[config.mk]
export PLATFORM = sky130hd
export DESIGN_NAME = if_id_skid_reg
export DESIGN_NICKNAME = d
export VERILOG_FILES = /design/src/rtl/if_id_skid_reg.sv
export SDC_FILE = /design/constraint.sdc
export NUM_CORES = 1
export LEC_CHECK = 0
export ABC_AREA = 1
export BUFFER_PORTS_ARGS = -buffer_cell sky130_fd_sc_hd__buf_2
export CORE_MARGIN = 10
export CORE_UTILIZATION = 43
export CTS_BUF_LIST = sky130_fd_sc_hd__clkbuf_8 sky130_fd_sc_hd__clkbuf_16
export CTS_CLUSTER_DIAMETER = 120
export DETAILED_ROUTE_END_ITERATION = 10
export PLACE_DENSITY_LB_ADDON = 0.2
export SYNTH_ARGS = -nofsm -noshare
export SYNTH_HDL_FRONTEND = slang
export SYNTH_SLANG_ARGS = --single-unit
[constraint.sdc]
create_clock -name CLK -period 5.65 [get_ports CLK]
set_input_delay 0.565 -clock CLK [delete_from_list [all_inputs] [get_ports CLK]]
set_output_delay 0.565 -clock CLK [all_outputs]
set_load 0.005 [all_outputs]
[src/rtl/if_id_skid_reg.sv]
// if_id_skid_reg: two-entry IF/ID pipeline register with skid buffer, flush and drop counter
module if_id_skid_reg #(
    parameter int                INST_W   = 32,
    parameter int                PC_W     = 32,
    parameter logic [INST_W-1:0] NOP_INST = 32'h0000_0000
) (
    input  logic              CLK,
    input  logic              RST,
    input  logic              in_valid,
    output logic              in_ready,
    input  logic [INST_W-1:0] in_inst,
    input  logic [PC_W-1:0]   in_PCplus4,
    input  logic              flush,
    output logic              out_valid,
    input  logic              out_ready,
    output logic [INST_W-1:0] inst,
    output logic [PC_W-1:0]   PCplus4,
    output logic [1:0]        occupancy,
    output logic [15:0]       flush_drops
);
    typedef enum logic [1:0] {EMPTY, ONE, FULL} state_t;

    state_t            state_q, state_d;
    logic              in_ready_q, in_ready_d;
    logic [INST_W-1:0] m_inst_q, m_inst_d, s_inst_q, s_inst_d;
    logic [PC_W-1:0]   m_pc_q, m_pc_d, s_pc_q, s_pc_d;
    logic [15:0]       drops_q, drops_d;
    logic [16:0]       drops_sum;
    logic              accept, drain;

    assign out_valid   = (state_q != EMPTY);
    assign in_ready    = in_ready_q;
    assign inst        = m_inst_q;
    assign PCplus4     = m_pc_q;
    assign occupancy   = (state_q == FULL) ? 2'd2 : (state_q == ONE) ? 2'd1 : 2'd0;
    assign flush_drops = drops_q;
    assign accept      = in_valid & in_ready_q;
    assign drain       = out_valid & out_ready;
    assign drops_sum   = {1'b0, drops_q} + {15'd0, occupancy} - {16'd0, drain};

    // Next-state: flush wins; otherwise move entries M/S by accept and drain
    always_comb begin
        state_d  = state_q;
        m_inst_d = m_inst_q;
        m_pc_d   = m_pc_q;
        s_inst_d = s_inst_q;
        s_pc_d   = s_pc_q;
        drops_d  = drops_q;
        if (flush) begin
            state_d  = EMPTY;
            m_inst_d = NOP_INST;
            m_pc_d   = '0;
            s_inst_d = NOP_INST;
            s_pc_d   = '0;
            drops_d  = drops_sum[16] ? 16'hFFFF : drops_sum[15:0];
        end else begin
            case (state_q)
                EMPTY: if (accept) begin
                    state_d  = ONE;
                    m_inst_d = in_inst;
                    m_pc_d   = in_PCplus4;
                end
                ONE: if (accept && drain) begin
                    m_inst_d = in_inst;
                    m_pc_d   = in_PCplus4;
                end else if (accept) begin
                    state_d  = FULL;
                    s_inst_d = in_inst;
                    s_pc_d   = in_PCplus4;
                end else if (drain) begin
                    state_d  = EMPTY;
                    m_inst_d = NOP_INST;
                    m_pc_d   = '0;
                end
                FULL: if (drain) begin
                    state_d  = ONE;
                    m_inst_d = s_inst_q;
                    m_pc_d   = s_pc_q;
                    s_inst_d = NOP_INST;
                    s_pc_d   = '0;
                end
                default: state_d = EMPTY;
            endcase
        end
        in_ready_d = (state_d != FULL);
    end

    // State registers; in_ready stays low through reset and rises on the first edge after it
    always_ff @(posedge CLK or posedge RST) begin
        if (RST) begin
            state_q    <= EMPTY;
            in_ready_q <= 1'b0;
            m_inst_q   <= NOP_INST;
            m_pc_q     <= '0;
            s_inst_q   <= NOP_INST;
            s_pc_q     <= '0;
            drops_q    <= '0;
        end else begin
            state_q    <= state_d;
            in_ready_q <= in_ready_d;
            m_inst_q   <= m_inst_d;
            m_pc_q     <= m_pc_d;
            s_inst_q   <= s_inst_d;
            s_pc_q     <= s_pc_d;
            drops_q    <= drops_d;
        end
    end
endmodule

## Yosys cells after proc, flatten, opt, wreduce, memory -nomap -nowiden

Index checks and enable logic that the tools add are counted.
W data, S select, Z words.

- Add/sub/neg operators: 2
- Equality and inequality tests: 9
- Multiplexer cells: 28
- Bitwise operators: 2
- Reduce and logical (&&, ||, !) cells: 7

Operator list:

| kind | count |
|---|---|
| $mux W32 | 14 |
| $pmux W32 S3 | 2 |
| $pmux W32 S2 | 2 |
| $add A16 B2 Y17 | 1 |
| $sub A17 B1 Y17 | 1 |
| $mux W16 | 1 |
| $mux W2 | 7 |
| $ne A3 B3 Y1 const B | 4 |
| $ne A4 B3 Y1 const B | 2 |
| $pmux W2 S3 | 1 |
| $reduce_and A5 Y1 | 1 |
| $reduce_and A4 Y1 | 1 |
| $reduce_bool A4 Y1 | 1 |
| $reduce_bool A3 Y1 | 1 |
| $and A1 B1 Y1 | 2 |
| $eq A2 B1 Y1 const B | 1 |
| $eq A2 B2 Y1 const B | 1 |
| $logic_not A2 Y1 | 1 |
| $ne A2 B2 Y1 const B | 1 |
| $reduce_bool A2 Y1 | 1 |
| $logic_and A1 B1 Y1 | 1 |
| $mux W1 | 1 |

- Register bits after elaboration: 147
- Input bits: 69
- Output and inout port bits: 84
- Word-level logic and storage cells: 55

## Depth between registers and ports, before layout

- Word-level depth: 8
- Mapped depth: 21
- Gate-level depth less buffers: 20

## Least setup slack after synthesis

OpenSTA, ideal clock, no wires.

- Path type: flip-flop to flip-flop
- From: reg state_q[0]
- To: reg drops_q[10], in the netlist flush_drops[10]
- Setup time: 117 ps
- Data arrival time: 2587 ps
- Setup slack: 2946 ps
- Stages on the path, launching flop included: 21
- Buffers on the path: 1
- Cells stage by stage: dfrtp_1 -> inv_1 -> ha_1 -> inv_2 -> nand2_2 -> inv_1 -> ha_1 -> inv_1 -> ha_1 -> fa_1 -> nand2_1 -> nand2_1 -> nand3_1 -> nand2_2 -> nand2_1 -> nand3_1 -> nand2_1 -> buf_6 -> nand2_1 -> nand2_1 -> nand2_1

- Elaborated cells on any way between the ends: 9
- Those cells by class: add/sub (2); eq/ne (2); mux (3); bitwise (1); reduce/logical (1)

RTL lines:

| element | RTL line | RTL |
|---|---|---|
| from (decl) | 23 | `state_t state_q, state_d;` |
| from (signal assigned) | 99 | `state_q <= state_d;` |
| $reduce_bool A2 Y1 | 31 | `assign out_valid = (state_q != EMPTY);` |
| net out_valid | 14 | `output logic out_valid,` |
| $and A1 B1 Y1 | 38 | `assign drain = out_valid & out_ready;` |
| $sub A17 B1 Y17 | 39 | `assign drops_sum = {1'b0, drops_q} + {15'd0, occupancy} - {16'd0, drain};` |
| $mux W16 | 55 | `drops_d = drops_sum[16] ? 16'hFFFF : drops_sum[15:0];` |
| to (signal assigned) | 105 | `drops_q <= drops_d;` |
| to (decl) | 27 | `logic [15:0] drops_q, drops_d;` |

The timed path passes the listed nets, and every way through them passes these cells.
A chain may end at the register's enable or synchronous reset.

## Worst setup path after layout

- From: reg state_q[0]
- To: reg drops_q[15], in the netlist flush_drops[15]

- Cells in the longest elaborated chain, start to end: 6
- Elaborated cells on any way between the ends: 9
- Those cells by class: add/sub (2); eq/ne (2); mux (3); bitwise (1); reduce/logical (1)

RTL lines:

| element | RTL line | RTL |
|---|---|---|
| $eq A2 B1 Y1 | 35 | `assign occupancy = (state_q == FULL) ? 2'd2 : (state_q == ONE) ? 2'd1 : 2'd0;` |
| $mux W1 | 35 |  |
| $mux W2 | 35 |  |
| $add A16 B2 Y17 | 39 |  |
| $sub A17 B1 Y17 * | 39 |  |
| $mux W16 * | 55 |  |

Every way passes the cells marked *; elsewhere a longest branch is shown, timed or not.

==> impl_metrics.env <==
export IMPL_grt_first_pass_wirelength_um=36400
export IMPL_seqCellArea_sq_um=3680
export IMPL_crit_path_max_fanout=11
export IMPL_io_pins=153
export IMPL_p_sw_frac=0.385
export IMPL_drv_slew=0
export IMPL_path_class="register to register"
export IMPL_start_kind="register"
export IMPL_ctsHoldBuffers=0
export IMPL_status="finished clean"
export IMPL_hold_viol_final=0
export IMPL_final_setup_worst_slack_ns=2.52
export IMPL_ant_nets=0
export IMPL_final_period_utilization=0.554
export IMPL_yosysWarnings=0
export IMPL_drt_total_wl_um=22200
export IMPL_seqPwrFrac=0.316
export IMPL_htree_levels=4
export IMPL_hpwlAfterDp_um=13900
export IMPL_setup_tns_ns=0
export IMPL_relSlewSlack=0.240
export IMPL_powerDensity_nw_per_um2=457
export IMPL_finalNonFillerCells=1401
export IMPL_placed_cells=1368
export IMPL_cts_buffer_depth=2
export IMPL_wl_per_cell_um=15.8
export IMPL_grt_pass1_vias=7073
export IMPL_syn_area_sq_um=7880
export IMPL_internal_power_mw=2.63
export IMPL_cts_sinks=147
export IMPL_layout_commonest_cell="nand2_1"
export IMPL_fin_area_sq_um=9360
export IMPL_cts_tree="yes"
export IMPL_cp_end_kind="register"
export IMPL_vdd_ir_drop_max_uv=270
export IMPL_finalSetupViolations=0
export IMPL_gp_congestion=0.852
export IMPL_fp_dieW_um=155
export IMPL_pwr_share_comb=0.398
export IMPL_clock_fmax_mhz=320
export IMPL_grt_max_degree=90
export IMPL_drive_gt1_frac=0.175
export IMPL_final_nets=1250
export IMPL_antenna_found_initial=6
export IMPL_cp_arrival_ns=3.47
export IMPL_dp_slack_ns=2.52
export IMPL_synth_seq_area_share=0.467
export IMPL_dieArea_sq_um=24100
export IMPL_start_util=0.438
export IMPL_cts_buffers=17
export IMPL_detail_route_first_pass_iterations=5
export IMPL_synth_nets=1135
export IMPL_fin_crit_ns=3.13
export IMPL_fillers=1763
export IMPL_drcViolationCount=0
export IMPL_hold_path_class="input port to async pin"
export IMPL_tightest_slew_ns=1.14
export IMPL_postSynthCellCount=1043
export IMPL_p_leak_nw=5.06
export IMPL_place_area_sq_um=8720
export IMPL_port_buffers=152
export IMPL_p_sw_mw=1.65
export IMPL_post_cts_resized=0
export IMPL_area_growth_pct=18.9
export IMPL_rsz0062_at_grt="no"
export IMPL_num_vias=7167
export IMPL_clkPwrFrac=0.286
export IMPL_rows=49
export IMPL_clk_latency_ns=0.42
export IMPL_synth_distinct_cells=27
export IMPL_drv_cap=0
export IMPL_clk_pin_slew_ns=0.06
export IMPL_cp_data_required_time_ns=6.00
export IMPL_postSynthAreaPerCell_sq_um=7.55
export IMPL_gr_total_overflow=0
export IMPL_viasPerCell=5.12
export IMPL_grt_usage=0.183
export IMPL_drt_iter0_markers=388
export IMPL_postCtsSetupBuffers=0
export IMPL_ff2ff_setup_slack_ns=2.52
export IMPL_cts_root_buf="clkbuf_16"
export IMPL_multiInputGateArea_sq_um=3400
export IMPL_power_total_mw=4.28
export IMPL_ys_ff_latch=147
export IMPL_final_setup_skew_ns=0.0120
export IMPL_layout_common_cells="nand2_1, o21ai_0, buf_2, dfrtp_1, inv_1"
export IMPL_dieHeight_um=155
export IMPL_core_sq_um=18000
-- metrics by stage --
stage	hold slack (ns)	utilization
after floorplan	0.483	-
after global placement	0.486	0.485
after detailed placement	0.487	0.485
after CTS	0.343	0.521
after global routing	0.375	0.521
final	0.283	0.521
-- synthesized netlist by cell type (all sizes together) --
| cell | n | area share |
|---|---|---|
| nand2 | 271 | 0.13 |
| o21ai | 202 | 0.13 |
| dfrtp | 147 | 0.47 |
| inv | 138 | 0.066 |
| nand3 | 134 | 0.085 |
| buf | 38 | 0.028 |
| clkbuf | 26 | 0.012 |
| nor2 | 23 | 0.012 |
| ha | 22 | 0.035 |
| a21oi | 14 | 0.0089 |
| nand3b | 9 | 0.0086 |
| xor2 | 6 | 0.0067 |
| or2 | 4 | 0.0032 |
| and2 | 2 | 0.0016 |
| nor3 | 2 | 0.0013 |
| a21boi | 1 | 0.00095 |
| clkinv | 1 | 0.00048 |
| fa | 1 | 0.0025 |
| o211ai | 1 | 0.0016 |
| o31ai | 1 | 0.00095 |
-- kinds of logic (layout without fill, tap and decap cells) --
| kind of cell | after synthesis | in the layout | share of synthesized area |
|---|---|---|---|
| adder cells (fa/ha/maj) | 23 | 23 | 0.0375 |
| AO/OA/AOI/OAI | 219 | 219 | 0.141 |
| XOR/XNOR | 6 | 6 | 0.00667 |
| AND/OR/NAND/NOR | 445 | 445 | 0.241 |
| buffers and inverters | 203 | 329 | 0.107 |
| other | 0 | 3 | 0 |
| flip-flops | 147 | 147 | 0.467 |
-- path summary, 6_finish.rpt --
kind                              endpoint  depth (start not counted)  startpoint
max                        flush_drops[15]                         20  state_q[0]
min                            s_inst_q[4]                          2         RST
max reg2reg                flush_drops[15]                         20  state_q[0]
min reg2reg                     PCplus4[9]                          2  PCplus4[9]
max in group asynchronous     s_inst_q[25]                          3         RST
min in group CLK               s_inst_q[0]                          3  in_inst[0]
-- cell type report --
class	count	share of cell area
repair buffers	160	0.0890
clock buffers	21	0.0513
clock inverters	9	0.0162
multi-input cells	693	0.363
flip-flops and latches	147	0.393
well taps	229	0.0306
inverters	139	0.0563
diodes	3	0.000802
-- registers in the layout, indices dropped and copies added, names as in the netlist --
register / flops
PCplus4: 32
inst: 32
s_inst_q: 32
s_pc_q: 32
flush_drops: 16
state_q: 2
in_ready: 1
-- worst max-delay path, cell delays in order (launching register included) --
cell	delay, ns
dfrtp_1	0.40
inv_1	0.12
ha_1	0.20
inv_2	0.06
nand2_2	0.10
inv_1	0.11
ha_1	0.29
inv_1	0.04
ha_1	0.19
fa_1	0.39
nand2_1	0.10
nand2_1	0.09
nand3_1	0.11
nand2_2	0.08
nand2_1	0.10
nand2_1	0.08
nand2_1	0.07
nand2_1	0.26
nand2_1	0.17
nand2_1	0.06
nand2_1	0.06
-- power groups by stage --
stage               logic (mW)  registers [mW]  clock network (mW)
floorplan                 1.26            1.36                   0
global placement          1.69            1.37                   0
detailed placement        1.71            1.37                   0
CTS                       1.72            1.35                1.25
global route              1.99            1.37                1.29
finish                    1.70            1.35                1.22
-- layer usage --
layer | up-vias | track usage | part of all wire
met5 | - | 0 | 0.0021
met4 | 6 | 0.0535 | 0.013
met2 | 179 | 0.287 | 0.45
li1 | 3585 | - | -
met1 | 3372 | 0.239 | 0.47
met3 | 25 | 0.0516 | 0.061
Note: power is estimated with default switching activity, not from simulation.
